==> src/rtl/d_bus_router_if.sv <==
// Core data-bus and slave-port signals of the data-side bus router.
// The slave modport is the router's view; master is the core plus slave devices.
interface d_bus_router_if #(
    parameter int XLEN     = 32,
    parameter int ADDR_LEN = 16,
    parameter int NSLV     = 4
);
    logic [ADDR_LEN-1:0]  addr;
    logic                 rd_req;
    logic                 wr_req;
    logic [XLEN/8-1:0]    be;
    logic [XLEN-1:0]      wr_data;
    logic                 rd_ready;
    logic                 wr_ready;
    logic [XLEN-1:0]      rd_data;
    logic                 bus_err;

    logic [ADDR_LEN-1:0]  slv_addr;
    logic [XLEN/8-1:0]    slv_be;
    logic [XLEN-1:0]      slv_wr_data;
    logic [NSLV-1:0]      slv_rd_req;
    logic [NSLV-1:0]      slv_wr_req;
    logic [NSLV*XLEN-1:0] slv_rd_data;
    logic [NSLV-1:0]      slv_rd_ready;
    logic [NSLV-1:0]      slv_wr_ready;

    modport master (
        output addr, rd_req, wr_req, be, wr_data,
        output slv_rd_data, slv_rd_ready, slv_wr_ready,
        input  rd_ready, wr_ready, rd_data, bus_err,
        input  slv_addr, slv_be, slv_wr_data, slv_rd_req, slv_wr_req
    );

    modport slave (
        input  addr, rd_req, wr_req, be, wr_data,
        input  slv_rd_data, slv_rd_ready, slv_wr_ready,
        output rd_ready, wr_ready, rd_data, bus_err,
        output slv_addr, slv_be, slv_wr_data, slv_rd_req, slv_wr_req
    );
endinterface

==> src/rtl/d_bus_router.sv <==
// Routes one core data-bus transaction to an address-decoded slave port,
// with lowest-index priority, unmapped-address error and a slave watchdog.
//   state  | meaning
//   IDLE   | waiting for rd_req/wr_req; latches request and decode result
//   ACCESS | request driven to selected slave; watchdog counting
//   DONE   | one-cycle rd_ready/wr_ready pulse with bus_err
module d_bus_router #(
    parameter int                       XLEN     = 32,
    parameter int                       ADDR_LEN = 16,
    parameter int                       NSLV     = 4,
    parameter logic [NSLV*ADDR_LEN-1:0] SLV_BASE = '0,
    parameter logic [NSLV*ADDR_LEN-1:0] SLV_MASK = '0,
    parameter int                       TIMEOUT  = 64
) (
    input logic           clk,
    input logic           rstb,
    d_bus_router_if.slave bus
);
    localparam int SEL_W = (NSLV > 1) ? $clog2(NSLV) : 1;
    localparam int CNT_W = $clog2(TIMEOUT);
    localparam int BE_W  = XLEN / 8;

    typedef enum logic [1:0] {IDLE, ACCESS, DONE} state_t;

    state_t              state;
    state_t              state_nx;

    logic [ADDR_LEN-1:0] off_q;
    logic [BE_W-1:0]     be_q;
    logic [XLEN-1:0]     wdata_q;
    logic [XLEN-1:0]     rdata_q;
    logic [SEL_W-1:0]    sel_q;
    logic                op_wr_q;
    logic                err_q;
    logic [CNT_W-1:0]    cnt_q;

    logic                hit;
    logic [SEL_W-1:0]    hit_idx;
    logic [ADDR_LEN-1:0] hit_mask;
    logic                req;
    logic                sel_rdy;
    logic                tmo;
    logic [XLEN-1:0]     sel_rdata;

    // Walk downwards so the lowest matching index is the one left standing.
    always_comb begin
        hit      = 1'b0;
        hit_idx  = '0;
        hit_mask = '0;
        for (int i = NSLV - 1; i >= 0; i--) begin
            if ((bus.addr & SLV_MASK[i*ADDR_LEN +: ADDR_LEN]) ==
                (SLV_BASE[i*ADDR_LEN +: ADDR_LEN] & SLV_MASK[i*ADDR_LEN +: ADDR_LEN])) begin
                hit      = 1'b1;
                hit_idx  = SEL_W'(i);
                hit_mask = SLV_MASK[i*ADDR_LEN +: ADDR_LEN];
            end
        end
    end

    assign req       = bus.rd_req | bus.wr_req;
    assign sel_rdy   = op_wr_q ? bus.slv_wr_ready[sel_q] : bus.slv_rd_ready[sel_q];
    assign sel_rdata = bus.slv_rd_data[sel_q*XLEN +: XLEN];
    assign tmo       = (cnt_q == CNT_W'(TIMEOUT - 1));

    always_ff @(posedge clk or negedge rstb) begin
        if (!rstb) state <= IDLE;
        else       state <= state_nx;
    end

    always_comb begin
        state_nx         = state;
        bus.slv_rd_req   = '0;
        bus.slv_wr_req   = '0;
        bus.rd_ready     = 1'b0;
        bus.wr_ready     = 1'b0;
        bus.bus_err      = 1'b0;
        case (state)
            IDLE: begin
                if (req) state_nx = hit ? ACCESS : DONE;
            end
            ACCESS: begin
                if (op_wr_q) bus.slv_wr_req[sel_q] = 1'b1;
                else         bus.slv_rd_req[sel_q] = 1'b1;
                if (sel_rdy || tmo) state_nx = DONE;
            end
            DONE: begin
                bus.rd_ready = ~op_wr_q;
                bus.wr_ready = op_wr_q;
                bus.bus_err  = err_q;
                state_nx     = IDLE;
            end
            default: state_nx = IDLE;
        endcase
    end

    // A ready in the timeout cycle takes precedence over the watchdog.
    always_ff @(posedge clk or negedge rstb) begin
        if (!rstb) begin
            off_q   <= '0;
            be_q    <= '0;
            wdata_q <= '0;
            rdata_q <= '0;
            sel_q   <= '0;
            op_wr_q <= 1'b0;
            err_q   <= 1'b0;
            cnt_q   <= '0;
        end else begin
            case (state)
                IDLE: begin
                    if (req) begin
                        off_q   <= bus.addr & ~hit_mask;
                        be_q    <= bus.be;
                        wdata_q <= bus.wr_data;
                        op_wr_q <= bus.wr_req;
                        sel_q   <= hit_idx;
                        err_q   <= ~hit;
                        cnt_q   <= '0;
                        if (!hit) rdata_q <= '0;
                    end
                end
                ACCESS: begin
                    if (sel_rdy) begin
                        err_q   <= 1'b0;
                        rdata_q <= op_wr_q ? '0 : sel_rdata;
                    end else if (tmo) begin
                        err_q   <= 1'b1;
                        rdata_q <= '0;
                    end else begin
                        cnt_q   <= cnt_q + CNT_W'(1);
                    end
                end
                default: ;
            endcase
        end
    end

    assign bus.slv_addr    = off_q;
    assign bus.slv_be      = be_q;
    assign bus.slv_wr_data = wdata_q;
    assign bus.rd_data     = rdata_q;
endmodule
==> src/flat_wrapper.sv <==
// flat-port wrapper written by rule: the top's interface ports become plain ports
module d_bus_router_flat 
#(
    parameter int                       XLEN     = 32,
    parameter int                       ADDR_LEN = 16,
    parameter int                       NSLV     = 4,
    parameter logic [NSLV*ADDR_LEN-1:0] SLV_BASE = '0,
    parameter logic [NSLV*ADDR_LEN-1:0] SLV_MASK = '0,
    parameter int                       TIMEOUT  = 64
)
  (clk, rstb, bus_addr, bus_rd_req, bus_wr_req, bus_be, bus_wr_data, bus_slv_rd_data, bus_slv_rd_ready, bus_slv_wr_ready, bus_rd_ready, bus_wr_ready, bus_rd_data, bus_bus_err, bus_slv_addr, bus_slv_be, bus_slv_wr_data, bus_slv_rd_req, bus_slv_wr_req);
  d_bus_router_if #(.XLEN(XLEN), .ADDR_LEN(ADDR_LEN), .NSLV(NSLV)) bus_i ();
  input logic clk;
  input logic rstb;
  input wire logic [$bits(bus_i.addr)-1:0] bus_addr;
  input wire logic [$bits(bus_i.rd_req)-1:0] bus_rd_req;
  input wire logic [$bits(bus_i.wr_req)-1:0] bus_wr_req;
  input wire logic [$bits(bus_i.be)-1:0] bus_be;
  input wire logic [$bits(bus_i.wr_data)-1:0] bus_wr_data;
  input wire logic [$bits(bus_i.slv_rd_data)-1:0] bus_slv_rd_data;
  input wire logic [$bits(bus_i.slv_rd_ready)-1:0] bus_slv_rd_ready;
  input wire logic [$bits(bus_i.slv_wr_ready)-1:0] bus_slv_wr_ready;
  output wire logic [$bits(bus_i.rd_ready)-1:0] bus_rd_ready;
  output wire logic [$bits(bus_i.wr_ready)-1:0] bus_wr_ready;
  output wire logic [$bits(bus_i.rd_data)-1:0] bus_rd_data;
  output wire logic [$bits(bus_i.bus_err)-1:0] bus_bus_err;
  output wire logic [$bits(bus_i.slv_addr)-1:0] bus_slv_addr;
  output wire logic [$bits(bus_i.slv_be)-1:0] bus_slv_be;
  output wire logic [$bits(bus_i.slv_wr_data)-1:0] bus_slv_wr_data;
  output wire logic [$bits(bus_i.slv_rd_req)-1:0] bus_slv_rd_req;
  output wire logic [$bits(bus_i.slv_wr_req)-1:0] bus_slv_wr_req;
  assign bus_i.addr = bus_addr;
  assign bus_i.rd_req = bus_rd_req;
  assign bus_i.wr_req = bus_wr_req;
  assign bus_i.be = bus_be;
  assign bus_i.wr_data = bus_wr_data;
  assign bus_i.slv_rd_data = bus_slv_rd_data;
  assign bus_i.slv_rd_ready = bus_slv_rd_ready;
  assign bus_i.slv_wr_ready = bus_slv_wr_ready;
  assign bus_rd_ready = bus_i.rd_ready;
  assign bus_wr_ready = bus_i.wr_ready;
  assign bus_rd_data = bus_i.rd_data;
  assign bus_bus_err = bus_i.bus_err;
  assign bus_slv_addr = bus_i.slv_addr;
  assign bus_slv_be = bus_i.slv_be;
  assign bus_slv_wr_data = bus_i.slv_wr_data;
  assign bus_slv_rd_req = bus_i.slv_rd_req;
  assign bus_slv_wr_req = bus_i.slv_wr_req;
  d_bus_router #(.XLEN(XLEN), .ADDR_LEN(ADDR_LEN), .NSLV(NSLV), .SLV_BASE(SLV_BASE), .SLV_MASK(SLV_MASK), .TIMEOUT(TIMEOUT)) u_core (.clk(clk), .rstb(rstb), .bus(bus_i));
endmodule
==> config.mk <==
export PLATFORM = sky130hd
export DESIGN_NAME = d_bus_router_flat
export DESIGN_NICKNAME = d
export VERILOG_FILES = /design/src/rtl/d_bus_router_if.sv /design/src/rtl/d_bus_router.sv /design/src/flat_wrapper.sv
export SDC_FILE = /design/constraint.sdc
export NUM_CORES = 1
export LEC_CHECK = 0
export ABC_AREA = 1
export CAP_MARGIN = 0
export CORE_ASPECT_RATIO = 1.4
export CORE_UTILIZATION = 32
export DETAILED_ROUTE_END_ITERATION = 16
export HOLD_SLACK_MARGIN = 0.12
export PLACE_DENSITY = 0.78
export RECOVER_POWER = 100
export SYNTH_ARGS = -nofsm -noshare
export SYNTH_HDL_FRONTEND = slang
export SYNTH_SLANG_ARGS = --single-unit
==> constraint.sdc <==
create_clock -name clk -period 1.29 [get_ports clk]
set_input_delay 0.1935 -clock clk [delete_from_list [all_inputs] [get_ports clk]]
set_output_delay 0.1935 -clock clk [all_outputs]
set_load 0.01 [all_outputs]
# == After elaboration in Yosys (flattened, before gate mapping) ==
# Index checks and enable logic that the tools add are counted.
# classes
n_eq_ne,8
add_sub_neg,1
n_reduce_logical,9
n_bitwise,2
mux,22
# ops
op,count
$mux 32,3
$mux 6,3
$pmux 6 s2,1
$mux 1,9
$mux 4,2
$add 6x1->6 const B,1
$eq 6x6->1 const B,1
$reduce_and 2->1,3
$mux 2,2
$ne 2x1->1 const B,2
$ne 2x2->1 const B,2
$pmux 2 s2,1
$reduce_and 4->1,1
$reduce_bool 2->1,2
$ne 3x1->1 const B,1
$reduce_and 3->1,1
$eq 2x1->1 const B,1
$eq 2x2->1 const B,1
$logic_not 2->1,1
$pmux 1 s2,1
$logic_or 1x1->1,1
$not 1->1,1
$or 1x1->1,1
# totals
elab_cells,50
in_bits,192
regBits,94

# == Longest topological paths before layout ==
# Gate-level depths: netlist of run 1.
# logic_depth
ltp_word,4
ltp_mapped,8

# == Worst setup path after synthesis of run 1 ==
# OpenSTA, ideal clock, no wires.
# synth_path
path_type,reg-to-reg
startpoint,register u_core.cnt_q[0]
endpoint,"register u_core.rdata_q[10], in the netlist u_core.bus.rd_data[10]"
setup_slack_ns,-0.074
stages_incl_launch_ff,8
arrival_time_ns,1.247
setup_ns,0.116
required_time_ns,1.174
path_cell_list,dfrtp_1 -> ha_1 -> nand3_2 -> nor2_4 -> nand2_4 -> buf_2 -> nand3_1 -> nand2_1
# synth_between
elab_chain_len,3
# synth_rtl
item,line,source
"start, declared",d_bus_router.sv:35,logic [CNT_W-1:0] cnt_q;
"start signal, assigned",d_bus_router.sv:129,cnt_q <= cnt_q + CNT_W'(1);
$eq 6x6->1,d_bus_router.sv:63,assign tmo = (cnt_q == CNT_W'(TIMEOUT - 1));
$reduce_bool 2->1 (no source line),--,
$reduce_and 2->1 (no source line),--,
"end signal, assigned",d_bus_router.sv:124,rdata_q <= op_wr_q ? '0 : sel_rdata;
"end, declared",d_bus_router.sv:31,logic [XLEN-1:0] rdata_q;
# Every way passes these cells.
# A chain may end at the register's enable or synchronous reset.

# == Worst setup path in the final report of run 1 ==
# layout_path
startpoint,register u_core.state[0]
endpoint,"register u_core.rdata_q[21], in the netlist u_core.bus.rd_data[21]"
# layout_between
elab_chain_len,2
# layout_rtl
item,line,source
"start, declared",d_bus_router.sv:25,state_t state;
"start signal, assigned",d_bus_router.sv:67,else state <= state_nx;
$eq 2x1->1,d_bus_router.sv:108,case (state)
$reduce_and 2->1 (no source line),--,
# Every way passes these cells.

==> flow_metrics.env, run 1 <==
export IMPL_status="finished, violations left"
export IMPL_violations="negative setup slack"
export IMPL_grt_pass1_vias=4069
export IMPL_overflow=0
export IMPL_fin_skew_ns=0.00814
export IMPL_root_buffer="clkbuf_16"
export IMPL_seq_area_frac_synth_pct=55.4
export IMPL_drt_iter0_drc=118
export IMPL_slew_violations=0
export IMPL_synth_area_um2=4250
export IMPL_cts_htree_levels=3
export IMPL_numCtsBuffers=9
export IMPL_tritoncts="built"
export IMPL_synthCells=519
export IMPL_synth_top_family_by_area="simple AND/OR/NAND/NOR gates"
export IMPL_ios=287
export IMPL_antenna_cells=0
export IMPL_max_freq_ghz=0.695
export IMPL_synth_seq_cells=94
export IMPL_synth_area_leaders="dfrtp_1 55%, nand2_1 12%, inv_1 8.3%"
export IMPL_end_kind="flop"
export IMPL_hold_viol=0
export IMPL_routed_wl_mm=13.9
export IMPL_hold_ws_ns=0.336
export IMPL_crit_required_ns=1.58
export IMPL_muxShareOfSynthArea_pct=0
export IMPL_synthSimpleGateAreaFrac_pct=24.7
export IMPL_rsz0062_at_grt="true"
export IMPL_grt_max_degree=83
export IMPL_post_place_ws_ns=-0.210
export IMPL_synthArstFlopShare_pct=100
export IMPL_viasPerCell=4.67
export IMPL_period_minus_slack_ns=1.44
export IMPL_drive_gt1_share_pct=29.6
export IMPL_startpoint="u_core.state[0]"
export IMPL_drv_cap=0
export IMPL_yosysUniqueCellTypes=25
export IMPL_place_inst=853
export IMPL_post_route_period_util_pct=112
export IMPL_fp_coreArea_um2=12900
export IMPL_finalNonFillerCells=907
export IMPL_irDropWorstVdd_mv=1.35
export IMPL_dieArea_um2=13800
export IMPL_antenna_found_initial=0
export IMPL_route_vias_total=4232
export IMPL_power_density_nw_per_um2=2280
export IMPL_grt_usage_pct=18.1
export IMPL_crit_fanout=8
export IMPL_crit_arrival_ns=1.72
export IMPL_synthXorXnorAreaFrac_pct=0.206
export IMPL_drt_drc_violations_left=0
export IMPL_hp_class="in2async"
export IMPL_yosysTopAreaCellShare_pct=55.4
export IMPL_setup_slack_ns=-0.149
export IMPL_die_w_um=99.4
export IMPL_power_leakage_nw=4.12
export IMPL_tns_ns=-7.67
export IMPL_clk_latency_ns=0.34
export IMPL_finish_utilization_pct=59.8
export IMPL_synth_fa_ha_area_share_pct=0.294
export IMPL_path_clk_slew_ns=0.07
export IMPL_synth_warnings=0
export IMPL_drtPass1Iterations=4
export IMPL_ys_flop_type="dfrtp_1"
export IMPL_cts_sinks=94
export IMPL_gp_congestion=0.758
export IMPL_setup_violations=96
export IMPL_grt_pass1_wl_mm=19.6
export IMPL_r2r_cells=9
export IMPL_port_buffers=178
export IMPL_critical_path_max_stage_delay_ns=0.39
export IMPL_die_height_um=138
export IMPL_nNetsFinal=942
export IMPL_synth_compound_area_share_pct=6.48
export IMPL_synth_area_leader_cell="dfrtp_1"
export IMPL_area_delta_synth_final_pct=81.3
export IMPL_ant_nets=0
export IMPL_clockBufferDepth=2
export IMPL_crit_type="reg2reg"
export IMPL_initial_utilization_pct=33.0
export IMPL_wire_per_inst_um=15.4
export IMPL_synth_edf_count=0
export IMPL_cp_cell_sequence="inv_2 > buf_6 > nor2_4 > buf_12 > nand2_8 > buf_12 > nand2_8 > nand2_2 > nand2_2"
export IMPL_hpwl_mm=7.68
export IMPL_r2r_start="u_core.state[0]"
export IMPL_synth_area_per_cell_um2=8.19
export IMPL_timing_critical_path_slowest_stage_cell="dfrtp_1"
export IMPL_rows=49
export IMPL_cp_start_kind="flop"
==> routing by layer <==
layer,vias to the layer above,wire length (um),track usage (%)
li1,2023,-,-
met1,1990,5060,19.6
met2,190,7430,32.7
met3,29,1040,5.56
met4,0,410,6.58
met5,-,0,0
==> cells in the mapped netlist (3+ instances only) <==
library cell and number:
inv_2 3, nand2_4 3, nand2_1 133, o21ai_0 52, dfrtp_1 94, inv_1 94, clkbuf_1 7, buf_4 7
nand2_2 11, buf_2 13, nand3_1 44, nor2_1 41
==> final cells by class <==
cell class                 count  area (um2)
timing repair buffer         239        2500
multi-input combinational    308        1980
tap                          153         191
sequential                    94        2350
clock inverter                 6        93.8
fill                        1024        5170
clock buffer                  10         229
inverter                      97         364
==> state kept, by name, summed over array words and instances, names as in the netlist <==
name,cells
u_core.bus.rd_data,32
u_core.bus.slv_addr,16
u_core.bus.slv_be,4
u_core.bus.slv_wr_data,32
u_core.cnt_q,6
u_core.err_q,1
u_core.op_wr_q,1
u_core.state,2
==> path summary, 6_finish.rpt <==
path                                              end  slack (ns)
max                            u_core.bus.rd_data[21]       -0.15
min                             u_core.bus.rd_data[4]        0.34
max reg2reg                    u_core.bus.rd_data[21]       -0.15
min reg2reg                    u_core.bus.slv_addr[3]        0.49
max in group asynchronous  u_core.bus.slv_wr_data[25]        0.21
min in group clk           u_core.bus.slv_wr_data[22]        0.38
==> worst max-delay path, delay by kind of cell (launching register included) <==
family / cells / cell delay (ns)
and+or+nand+nor: 5 / 0.49
buffers and inverters: 4 / 0.49
DFF: 1 / 0.39
==> placed cells by master, fill, tap and decap left out, types with 2 or more instances in the layout <==
cell | synthesis | layout
nand2_2 | 11 | 59
clkdlybuf4s50_1 | 0 | 88
clkbuf_16 | 0 | 15
buf_6 | 2 | 17
buf_16 | 0 | 3
o21ai_0 | 52 | 3
nor2_4 | 1 | 3
o21ai_2 | 0 | 17
inv_2 | 3 | 4
bufinv_16 | 0 | 2
buf_4 | 7 | 21
dfrtp_1 | 94 | 94
buf_2 | 13 | 5
nor2_1 | 41 | 36
nand2_8 | 1 | 9
nand2_4 | 3 | 15
nand3_1 | 44 | 18
nand3_4 | 0 | 2
o21ai_1 | 1 | 33
nor2_2 | 2 | 5
inv_1 | 94 | 93
conb_1 | 1 | 6
dlygate4sd2_1 | 0 | 81
nand3_2 | 2 | 26
nand2_1 | 133 | 70
clkdlybuf4s15_1 | 0 | 3
buf_12 | 0 | 12
==> report_power, final <==
| group | internal (W) | switching (W) |
|---|---|---|
| combinational | 0.00459 | 0.00475 |
| clock | 0.00172 | 0.00119 |
| sequential | 0.00432 | 0.000984 |
| total | 0.0106 | 0.00693 |
==> per-stage QoR <==
stage	instance area [um2]	total power, W
detailed placement	6340	0.0121
global placement	6340	0.0120
floorplan	4270	0.00819
global route	7700	0.0186
finish	7700	0.0176
CTS	7140	0.0155
==> cell families after synthesis <==
logic type | after synthesis
AND/OR/NAND/NOR | 240
buffers and inverters | 127
flip-flops | 94
AO/OA/AOI/OAI | 55
XOR/XNOR | 1
adder cells (fa/ha/maj) | 1
other | 1
==> repair_timing <==
item / in CTS / in global routing
buffers inserted: 15 / 6
pin swaps: 30 / 18
hold buffers: 1 / 0
endpoints found under the setup margin: 128 / 98
cloned: 10 / 10
resized for setup: 175 / 158
endpoints found under the hold margin: 94 / 0
(Power assumes the default switching activity.)
==> inputs of run 2 (changes only) <==
- CELL_PAD_IN_SITES_DETAIL_PLACEMENT: default -> 0
- CELL_PAD_IN_SITES_GLOBAL_PLACEMENT: default -> 1
- CORE_UTILIZATION: 32 -> 22
- PLACE_DENSITY: 0.78 -> 0.79
==> run 2 against run 1 <==
The run still ends with negative setup slack left. Largest power group unchanged. Cell count rose by 9.2%. Sequential power fell by 2%. Routed wire length fell by 2.5%. Final area fell by 1.3%. Setup slack improved by 0.028 ns.
==> flow_metrics.env, run 2 (synthesized netlist as in run 1, its figures left out) <==
export IMPL_rows=59
export IMPL_tritoncts="built"
export IMPL_max_freq_ghz=0.709
export IMPL_cts_htree_levels=3
export IMPL_die_height_um=166
export IMPL_crit_type="reg2reg"
export IMPL_cp_cell_sequence="ha_4 > nand3_4 > nor2_4 > nand2_8 > buf_12 > nand2_8 > nand2_2 > nand2_1"
export IMPL_place_inst=942
export IMPL_antenna_found_initial=0
export IMPL_drive_gt1_share_pct=26.4
export IMPL_timing_critical_path_slowest_stage_cell="dfrtp_1"
export IMPL_crit_fanout=8
export IMPL_grt_pass1_wl_mm=20.5
export IMPL_crit_required_ns=1.57
export IMPL_numCtsBuffers=9
export IMPL_root_buffer="clkbuf_16"
export IMPL_fin_skew_ns=0.00912
export IMPL_power_leakage_nw=4.06
export IMPL_slew_headroom_pct=65.5
export IMPL_drt_drc_violations_left=0
export IMPL_tns_ns=-6.16
export IMPL_setup_slack_ns=-0.121
export IMPL_grt_max_degree=47
export IMPL_fp_coreArea_um2=18800
export IMPL_cts_sinks=94
export IMPL_status="finished, violations left"
export IMPL_final_common_cell="inv_1"
export IMPL_hold_viol=0
export IMPL_wire_per_inst_um=13.7
export IMPL_slew_violations=0
export IMPL_post_route_period_util_pct=109
export IMPL_die_w_um=119
export IMPL_violations="negative setup slack"
export IMPL_drt_iter0_drc=103
export IMPL_irDropWorstVdd_mv=0.901
export IMPL_layout_common_cells="95 x inv_1, 93 x dfrtp_1, 88 x clkdlybuf4s50_1"
export IMPL_path_clk_slew_ns=0.07
export IMPL_port_buffers=178
export IMPL_hpwl_mm=8.01
export IMPL_dieArea_um2=19900
export IMPL_grt_usage_pct=13.1
export IMPL_cpMostUsedCell="nand2_8"
export IMPL_cp_start_kind="flop"
export IMPL_drtPass1Iterations=4
export IMPL_gp_congestion=0.716
export IMPL_critical_path_max_stage_delay_ns=0.40
export IMPL_clk_latency_ns=0.35
export IMPL_finalNonFillerCells=990
export IMPL_initial_utilization_pct=22.7
export IMPL_viasPerCell=4.06
export IMPL_antenna_cells=0
export IMPL_ios=287
export IMPL_grt_pass1_vias=3919
export IMPL_tightestPinTransition_ns=0.517
export IMPL_routed_wl_mm=13.6
export IMPL_hp_class="in2async"
export IMPL_overflow=0
export IMPL_area_delta_synth_final_pct=79.0
export IMPL_nNetsFinal=934
export IMPL_post_place_ws_ns=-0.279
export IMPL_power_density_nw_per_um2=2180
export IMPL_drv_cap=0
export IMPL_end_kind="flop"
export IMPL_rsz0062_at_grt="true"
export IMPL_ant_nets=0
export IMPL_setup_violations=80
export IMPL_route_vias_total=4022
export IMPL_clockBufferDepth=2
export IMPL_crit_arrival_ns=1.69
export IMPL_period_minus_slack_ns=1.41
export IMPL_hold_ws_ns=0.284
## run 2: path summary, 6_finish.rpt
| path | slack [ns] | from | cells past startpoint | endpoint |
|---|---|---|---|---|
| worst max register to register | -0.12 | u_core.cnt_q[1] | 8 | u_core.bus.rd_data[21] |
| worst min register to register | 0.48 | u_core.bus.slv_wr_data[30] | 2 | u_core.bus.slv_wr_data[30] |
| worst min-delay path | 0.28 | rstb | 2 | u_core.bus.rd_data[5] |
| max in group asynchronous | 0.11 | rstb | 3 | u_core.bus.slv_be[1] |
| worst max-delay path | -0.12 | u_core.cnt_q[1] | 8 | u_core.bus.rd_data[21] |
| min in group clk | 0.38 | bus_addr[11] | 3 | u_core.bus.slv_addr[11] |
## run 2: final cells by class
class                           instances  area (um2)
Sequential cell                        94        2350
Multi-Input combinational cell        308        1920
Clock buffer                           10         229
Fill cell                            1946       11100
Tap cell                              244         305
Clock inverter                          6        71.3
Inverter                               97         364
Timing Repair Buffer                  231        2370
## run 2: power breakdown
part           total [W]  leakage, nW  internal, W  switching, W
clock            0.00273        0.145      0.00152       0.00121
combinational    0.00866         2.71      0.00420       0.00446
sequential       0.00520         1.20      0.00432      0.000885
total             0.0166         4.06       0.0100       0.00656
## run 2: timing repair
action,CTS,global route
hold endpoints to repair,94,0
hold buffers,1,0
gates cloned,7,10
pin swaps,17,24
resized for setup,155,142
setup endpoints to repair,128,65
setup buffers,8,9
## run 2: per-stage QoR
| step | total power (W) | utilization, % | cell area, um2 |
|---|---|---|---|
| after global placement | 0.0122 | 34.5 | 6460 |
| after detailed placement | 0.0122 | 34.5 | 6460 |
| after floorplan | 0.00819 | - | 4270 |
| after global routing | 0.0178 | 40.6 | 7600 |
| final | 0.0166 | 40.6 | 7600 |
| after CTS | 0.0148 | 37.4 | 7010 |
## run 2: critical path: cells and delay by family, from the launching register on
kind | cells | cell delay (ns)
fa+ha+maj | 1 | 0.17
buf+inv | 1 | 0.17
flops | 1 | 0.40
simple gates | 6 | 0.59
## run 2: metal layers
metal	track usage, %	wire length, um	vias up
met3	3.80	866	20
met5	0	0	-
met2	22.3	6830	155
met4	5.92	318	0
met1	15.2	5580	1839
li1	-	-	2008
==> inputs of run 3 (changes only) <==
- CAP_MARGIN: 0 -> 20
- CORE_AREA: default -> 2 2 112 114
- CORE_ASPECT_RATIO: 1.4 -> default
- CORE_UTILIZATION: 22 -> default
- DIE_AREA: default -> 0 0 114 116
- DONT_BUFFER_PORTS: default -> 1
- PLACE_DENSITY: 0.79 -> 0.72
==> run 3 against run 2 <==
The run ends with negative hold slack, negative setup slack left. Critical path depth is 2 higher. Maximum frequency decreased by 0.21%. Setup slack lost 0.0030 ns. Sequential power increased by 23%. Combinational power down 15%. Total power increased by 0.39%. Register-to-register slack hardly changed. Flip-flop and latch count is the same. Routed wire length decreased by 0.79%.
==> flow_metrics.env, run 3 (synthesized netlist as in run 1, its figures left out) <==
export IMPL_status="finished, violations left"
export IMPL_violations="negative hold slack, negative setup slack"
export IMPL_gp_congestion=0.745
export IMPL_crit_fanout=7
export IMPL_cts_htree_levels=3
export IMPL_finalPower_w=0.0167
export IMPL_end_kind="flop"
export IMPL_routed_wl_mm=13.5
export IMPL_irDropWorstVdd_mv=1.48
export IMPL_ios=287
export IMPL_antenna_found_initial=0
export IMPL_tns_ns=-4.65
export IMPL_crit_type="reg2reg"
export IMPL_use_met3_pct=6.12
export IMPL_hp_class="in2async"
export IMPL_hold_viol=94
export IMPL_cts_sinks=94
export IMPL_area_delta_synth_final_pct=68.0
export IMPL_grtUsageMet1_pct=20.9
export IMPL_setup_violations=76
export IMPL_die_w_um=114
export IMPL_ant_nets=0
export IMPL_fill_cells=928
export IMPL_die_height_um=116
export IMPL_drv_cap=0
export IMPL_crit_arrival_ns=1.65
export IMPL_nNetsFinal=852
export IMPL_root_buffer="clkbuf_16"
export IMPL_wire_per_inst_um=16.6
export IMPL_hpwl_mm=6.79
export IMPL_rows=40
export IMPL_power_density_nw_per_um2=2330
export IMPL_grt_pass1_wl_mm=18.3
export IMPL_grt_max_degree=95
export IMPL_grt_usage_pct=17.8
export IMPL_hold_ws_ns=-0.464
export IMPL_slew_violations=0
export IMPL_rsz0062_at_grt="true"
export IMPL_clockBufferDepth=2
export IMPL_clk_latency_ns=0.35
export IMPL_viasPerCell=4.80
export IMPL_setup_slack_ns=-0.124
export IMPL_fin_skew_ns=0.0105
export IMPL_finalNonFillerCells=811
export IMPL_drt_drc_violations_left=0
export IMPL_drive_gt1_share_pct=36.9
export IMPL_place_inst=665
export IMPL_antenna_cells=0
export IMPL_grt_busiest_layer="met2"
export IMPL_layout_common_cells="94 x dfrtp_1, 92 x inv_1, 86 x dlygate4sd3_1"
export IMPL_path_clk_slew_ns=0.07
export IMPL_dieArea_um2=13200
export IMPL_grt_pass1_vias=3762
export IMPL_ctsHoldBuffers=86
export IMPL_reg2reg_slack_ns=-0.12
export IMPL_final_common_cell="dfrtp_1"
export IMPL_fp_coreArea_um2=11900
export IMPL_port_buffers=0
export IMPL_period_minus_slack_ns=1.41
export IMPL_max_freq_ghz=0.707
export IMPL_tritoncts="built"
export IMPL_crit_required_ns=1.53
export IMPL_drt_iter0_drc=163
export IMPL_cp_start_kind="flop"
export IMPL_route_vias_total=3893
export IMPL_overflow=0
export IMPL_initial_utilization_pct=35.7
export IMPL_power_leakage_nw=3.65
export IMPL_grtUsageMet2_pct=29.6
export IMPL_numCtsBuffers=9
export IMPL_drtPass1Iterations=4
export IMPL_post_route_period_util_pct=110
==> run 3: final timing paths <==
path                                startpoint                endpoint  cells after the start
max                            u_core.cnt_q[0]         u_core.cnt_q[3]                     10
min                                       rstb         u_core.cnt_q[0]                      0
max reg2reg                    u_core.cnt_q[0]         u_core.cnt_q[3]                     10
min reg2reg                       u_core.err_q            u_core.err_q                      2
max in group asynchronous                 rstb  u_core.bus.slv_addr[1]                      0
min in group clk           bus_slv_wr_ready[0]         u_core.cnt_q[0]                      6
==> run 3: final cells by class <==
class / count / area, um2 / area share (%)
multi-input combinational: 309 / 2200 / 30.8
sequential: 94 / 2350 / 33.0
tap: 147 / 184 / 2.58
timing repair buffer: 148 / 1710 / 24.0
clock inverter: 7 / 104 / 1.45
clock buffer: 9 / 225 / 3.16
inverter: 97 / 364 / 5.10
==> run 3: per-stage QoR <==
step | util, % | cell area [um2] | setup WS, ns
finish | 59.9 | 7140 | -0.124
global route | 59.9 | 7140 | -0.181
CTS | 50.9 | 6060 | -0.113
detailed placement | 37.7 | 4490 | -0.105
global placement | 37.7 | 4490 | -0.0673
floorplan | - | 4270 | -0.0709
==> run 3: report_power, final <==
| group | switching, W | internal, W |
|---|---|---|
| Clock | 0.00124 | 0.00173 |
| Sequential | 0.00206 | 0.00431 |
| Combinational | 0.00372 | 0.00360 |
| Total | 0.00702 | 0.00964 |
==> run 3: critical path: stages (launching register included) <==
cell and delay [ns]:
dfrtp_1 0.40, ha_4 0.17, buf_4 0.11, buf_6 0.08, nand2_1 0.05, inv_2 0.08, nand3_2 0.09, nand2_4 0.14
nand2_4 0.07, nand2_2 0.05, nand2_1 0.05
==> run 3: repair_timing <==
item,CTS,global route
endpoints found under the hold margin,179,94
pin swaps,20,25
resized for setup,48,221
setup endpoints to repair,38,96
cloned,5,15
setup buffers,10,14
==> run 3: per-layer routing <==
| layer | wire [um] | vias to the layer above |
|---|---|---|
| li1 | - | 1855 |
| met1 | 5360 | 1861 |
| met2 | 6720 | 163 |
| met3 | 1180 | 14 |
| met4 | 221 | 0 |
| met5 | 0 | - |
